**config.mk**
```make
export PLATFORM = sky130hd
export DESIGN_NAME = cm_sink
export DESIGN_NICKNAME = d
export VERILOG_FILES = /design/src/rtl/cm_pkg.sv /design/src/rtl/sync2.sv /design/src/rtl/cm_sink.sv
export SDC_FILE = /design/constraint.sdc
export NUM_CORES = 1
export LEC_CHECK = 0
export ABC_AREA = 1
export CORE_MARGIN = 5
export CORE_UTILIZATION = 35
export DETAILED_ROUTE_END_ITERATION = 8
export PLACE_DENSITY = 0.54
export SKIP_LAST_GASP = 1
export SLEW_MARGIN = 10
export SYNTH_ARGS = -nofsm -noshare
export SYNTH_HDL_FRONTEND = slang
export SYNTH_SLANG_ARGS = --single-unit
```
**constraint.sdc**
```tcl
create_clock -name CP -period 1.66 [get_ports CP]
set_input_delay 0.332 -clock CP [delete_from_list [all_inputs] [get_ports CP]]
set_output_delay 0.332 -clock CP [all_outputs]
set_load 0.05 [all_outputs]
```
**src/rtl/cm_pkg.sv**
```systemverilog
// cm_pkg: shared defaults, FSM states and FIFO entry layout for the merge sink
package cm_pkg;
  localparam int DW_DEF = 8;
  localparam int DEPTH_DEF = 4;
  typedef enum logic [1:0] {RESYNC, IDLE, ACK} state_t;
  typedef struct packed {
    logic              src;
    logic [DW_DEF-1:0] data;
  } entry_t;
endpackage

```
**src/rtl/sync2.sv**
```systemverilog
// sync2: two-flop synchronizer for a single asynchronous bit
module sync2 (
  input  logic clk,
  input  logic rst,
  input  logic d,
  output logic q
);
  logic m;
  always_ff @(posedge clk)
    if (rst) {q, m} <= 2'b00;
    else     {q, m} <= {m, d};
endmodule

```
**src/rtl/cm_sink.sv**
```systemverilog
// cm_sink: 4-phase handshake receiver from a merge element feeding a small valid/ready FIFO
module cm_sink
  import cm_pkg::*;
#(
  parameter int DW    = DW_DEF,
  parameter int DEPTH = DEPTH_DEF
) (
  input  logic                     CP,
  input  logic                     MR,
  input  logic                     Send_in,
  output logic                     Ack_out,
  input  logic [DW-1:0]            Data_in,
  input  logic                     Src_in,
  output logic                     Out_valid,
  input  logic                     Out_ready,
  output logic [DW-1:0]            Out_data,
  output logic                     Out_src,
  output logic [$clog2(DEPTH):0]   Count,
  output logic                     Full
);
  localparam int AW = $clog2(DEPTH);
  typedef struct packed {
    logic          src;
    logic [DW-1:0] data;
  } slot_t;
  slot_t          mem [DEPTH];
  logic [AW-1:0]  wptr, rptr;
  logic           sreq, push, pop;
  logic [1:0]     warm;
  state_t         state, state_n;
  sync2 u_sync (.clk(CP), .rst(MR), .d(Send_in), .q(sreq));
  assign Out_valid = Count != '0;
  assign Full      = Count == (AW+1)'(DEPTH);
  assign pop       = Out_valid & Out_ready;
  assign Out_data  = mem[rptr].data;
  assign Out_src   = mem[rptr].src;
  // warm fills once the synchronizer carries post-reset samples, so a request held across reset is not mistaken for idle
  always_ff @(posedge CP)
    if (MR) begin
      state   <= RESYNC;
      warm    <= 2'b00;
      Ack_out <= 1'b0;
    end else begin
      state   <= state_n;
      warm    <= {warm[0], 1'b1};
      Ack_out <= state_n == ACK;
    end
  always_comb begin
    state_n = state == RESYNC ? ((warm[1] && !sreq) ? IDLE : RESYNC)
            : state == IDLE   ? (push ? ACK : IDLE)
            :                   (sreq ? ACK : IDLE);
  end
  always_comb begin
    push = state == IDLE && sreq && (!Full || pop);
  end
  always_ff @(posedge CP)
    if (push) mem[wptr] <= '{src: Src_in, data: Data_in};
  always_ff @(posedge CP)
    if (MR) begin
      wptr  <= '0;
      rptr  <= '0;
      Count <= '0;
    end else begin
      wptr  <= wptr + AW'(push);
      rptr  <= rptr + AW'(pop);
      Count <= Count + (AW+1)'(push) - (AW+1)'(pop);
    end
endmodule

```
==> results.ini <==
[status]
status = complete, but fails checks
violations = setup timing

[floorplan]
floorplan.initialDensity = 0.366
die_w_um = 86.4
coreArea_um2 = 5570
die_y_um = 86.4
pin_count = 28
design.die.area_um2 = 7460
fp-row-count = 27

[global_route]
use_met2 = 0.195
grt_pass1_wl_um = 6610
grt-ovfl-total = 0
grt_pass1_vias = 1345
grt.met1_usage = 0.142
grt_max_degree = 19
grt-busiest-layer = met2
grtUsageMet3 = 0.0323
antenna_found_initial = 0
grt_use_total = 0.116

[drt]
postRouteAntennaNets = 0
drc_errors = 0
viasPerCell = 4.57
via_count = 1366
avgRoutedWirePerCell_um = 14.6
first_pass_iters = 4
drt_iter0_markers = 45
totalWireLength_um = 4350

[synthesis]
synth.avg_cell_area_um2 = 12.4
yosysSeqAreaShare = 0.667
synth_seq_cells = 50
synthesis.nets = 182
syn_area_um2 = 2040
postSynthCellCount = 164
synth.distinct_cells = 23
yosys_warnings = 0

[setup_path]
crit_type = reg2reg
crit_required_ns = 1.84
critPathMaxFanout = 4
arrival_ns = 1.95
crit_path_start_kind = register
worstRegToRegCells = 9
crit_path_end_kind = register

[clock_tree]
clk_pin_slew_worst_paths_ns = 0.08
cts.sinks = 50
cts-root-buf = clkbuf_8
cts_inserted_buffers = 5
clk_latency_ns = 0.29
clockBufferDepth = 2
cts_tree = built
holdBufCountCts = 0
htreeDepth = 2

[power_and_ir_drop]
ir_drop_uv = 765
leakage_nw = 1.14
total_power_mw = 4.94
p_per_area_nw_per_um2 = 1620

[cells_and_area]
layout_commonest_cell = edfxtp_1
nets = 244
antenna_cells = 0
areaGrowthSynthToFinish_pct = 49.4
finish.utilization = 0.547
layout-drive-gt1-share = 0.471
final_cell_mix = 36 x edfxtp_1, 28 x buf_4, 26 x nor2_1, 13 x inv_1, 12 x buf_12
final_area_um2 = 3050

[timing]
tightest_slew_ns = 0.217
finalSetupViolCount = 9
timing.final.crit_share = 1.06
fin_skew_ns = 0.00589
slew_violations = 0
rsz0062_at_grt = yes
fin_crit_ns = 1.77
max_freq_ghz = 0.566
layout_setup_ws_ns = -0.107
hold_viol = 0
relSlewSlack = 0.854

[job]
maxCapViolCount = 0

[hold_path]
worstHoldPathType = reg2reg
min_path_cells = 2

[placed_design]
dp_hpwl_um = 2960
place_ws_ns = -0.558
io_buffers = 27
placed_area_um2 = 2640
gp_congestion = 0.774

synth_stat cells (all sizes together):
| library cell | number | area (µm²) |
|---|---|---|
| a21oi | 2 | 10.0 |
| buf | 5 | 52.6 |
| dfxtp | 14 | 280 |
| edfxtp | 36 | 1080 |
| fa | 1 | 20.0 |
| ha | 4 | 50.1 |
| inv | 18 | 75.1 |
| nand2 | 11 | 41.3 |
| nand3 | 2 | 15.0 |
| nand4 | 1 | 6.26 |
| nor2 | 39 | 171 |
| nor3 | 1 | 5.00 |
| o21ai | 18 | 93.8 |
| o22ai | 9 | 113 |
| xnor2 | 2 | 17.5 |
| xor2 | 1 | 8.76 |
power by group:
| group | switching [mW] | internal [mW] | leakage (nW) |
|---|---|---|---|
| Combinational | 1.52 | 1.27 | 0.657 |
| Clock | 0.357 | 0.298 | 0.0385 |
| Sequential | 0.0734 | 1.42 | 0.442 |
| Total | 1.95 | 2.99 | 1.14 |
logic make-up after synthesis:
logic type | after synthesis | share of synthesized area
compound gates | 29 | 0.106
fa+ha+maj | 5 | 0.0343
simple gates | 54 | 0.117
buf+inv | 23 | 0.0625
xor+xnor | 3 | 0.0129
flops | 50 | 0.667
metal layers:
layer / share of wire / vias to the layer above
met4: 0.016 / 0
met2: 0.51 / 26
li1: - / 682
met5: 0 / -
met3: 0.037 / 8
met1: 0.44 / 650
flip-flops by register name, summed over array words and instances, names as in the netlist:
| signal | flops |
|---|---|
| state | 2 |
| mem | 36 |
| Count | 3 |
| rptr | 2 |
| Ack_out | 1 |
| warm | 2 |
| wptr | 2 |
| u_sync.q | 1 |
| u_sync.m | 1 |
final timing paths:
| path | start | to | slack (ns) |
|---|---|---|---|
| setup / recovery | Count[0] | Count[1] | -0.11 |
| hold / removal | warm[0] | warm[1] | 0.41 |
| setup reg to reg | Count[0] | Count[1] | -0.11 |
| hold reg to reg | warm[0] | warm[1] | 0.41 |
area by class of cell:
type | instances | area [µm²]
Sequential cell | 50 | 1380
Clock inverter | 1 | 7.51
Timing Repair inverter | 3 | 36.3
Clock buffer | 7 | 76.3
Inverter | 18 | 82.6
Tap cell | 72 | 90.1
Timing Repair Buffer | 57 | 633
Multi-Input combinational cell | 91 | 742
Fill cell | 472 | 2530
worst max-delay path, cell delays in order, from the launching register on:
cell and delay, ns:
dfxtp_4 0.35, nor2_4 0.16, nand3_2 0.11, nand3_4 0.09, ha_4 0.21, inv_4 0.05, ha_4 0.11, inv_2 0.03
fa_2 0.51, nor2_1 0.04
what timing repair did:
item                                    in CTS  in global routing
cloned                                       0                  5
buffers inserted                             5                  1
endpoints found under the setup margin      11                 12
gates resized for setup                     26                 43
pin swaps                                    9                 13
through the flow:
stage,setup TNS (ns),hold WS [ns],std cells
CTS,-0.225,0.413,293
floorplan,-0.290,0.388,164
global placement,-4.41,0.391,280
finish,-0.229,0.409,299
global route,-1.03,0.437,299
detailed placement,-6.16,0.401,280
Note: power is estimated with default switching activity, not from simulation.
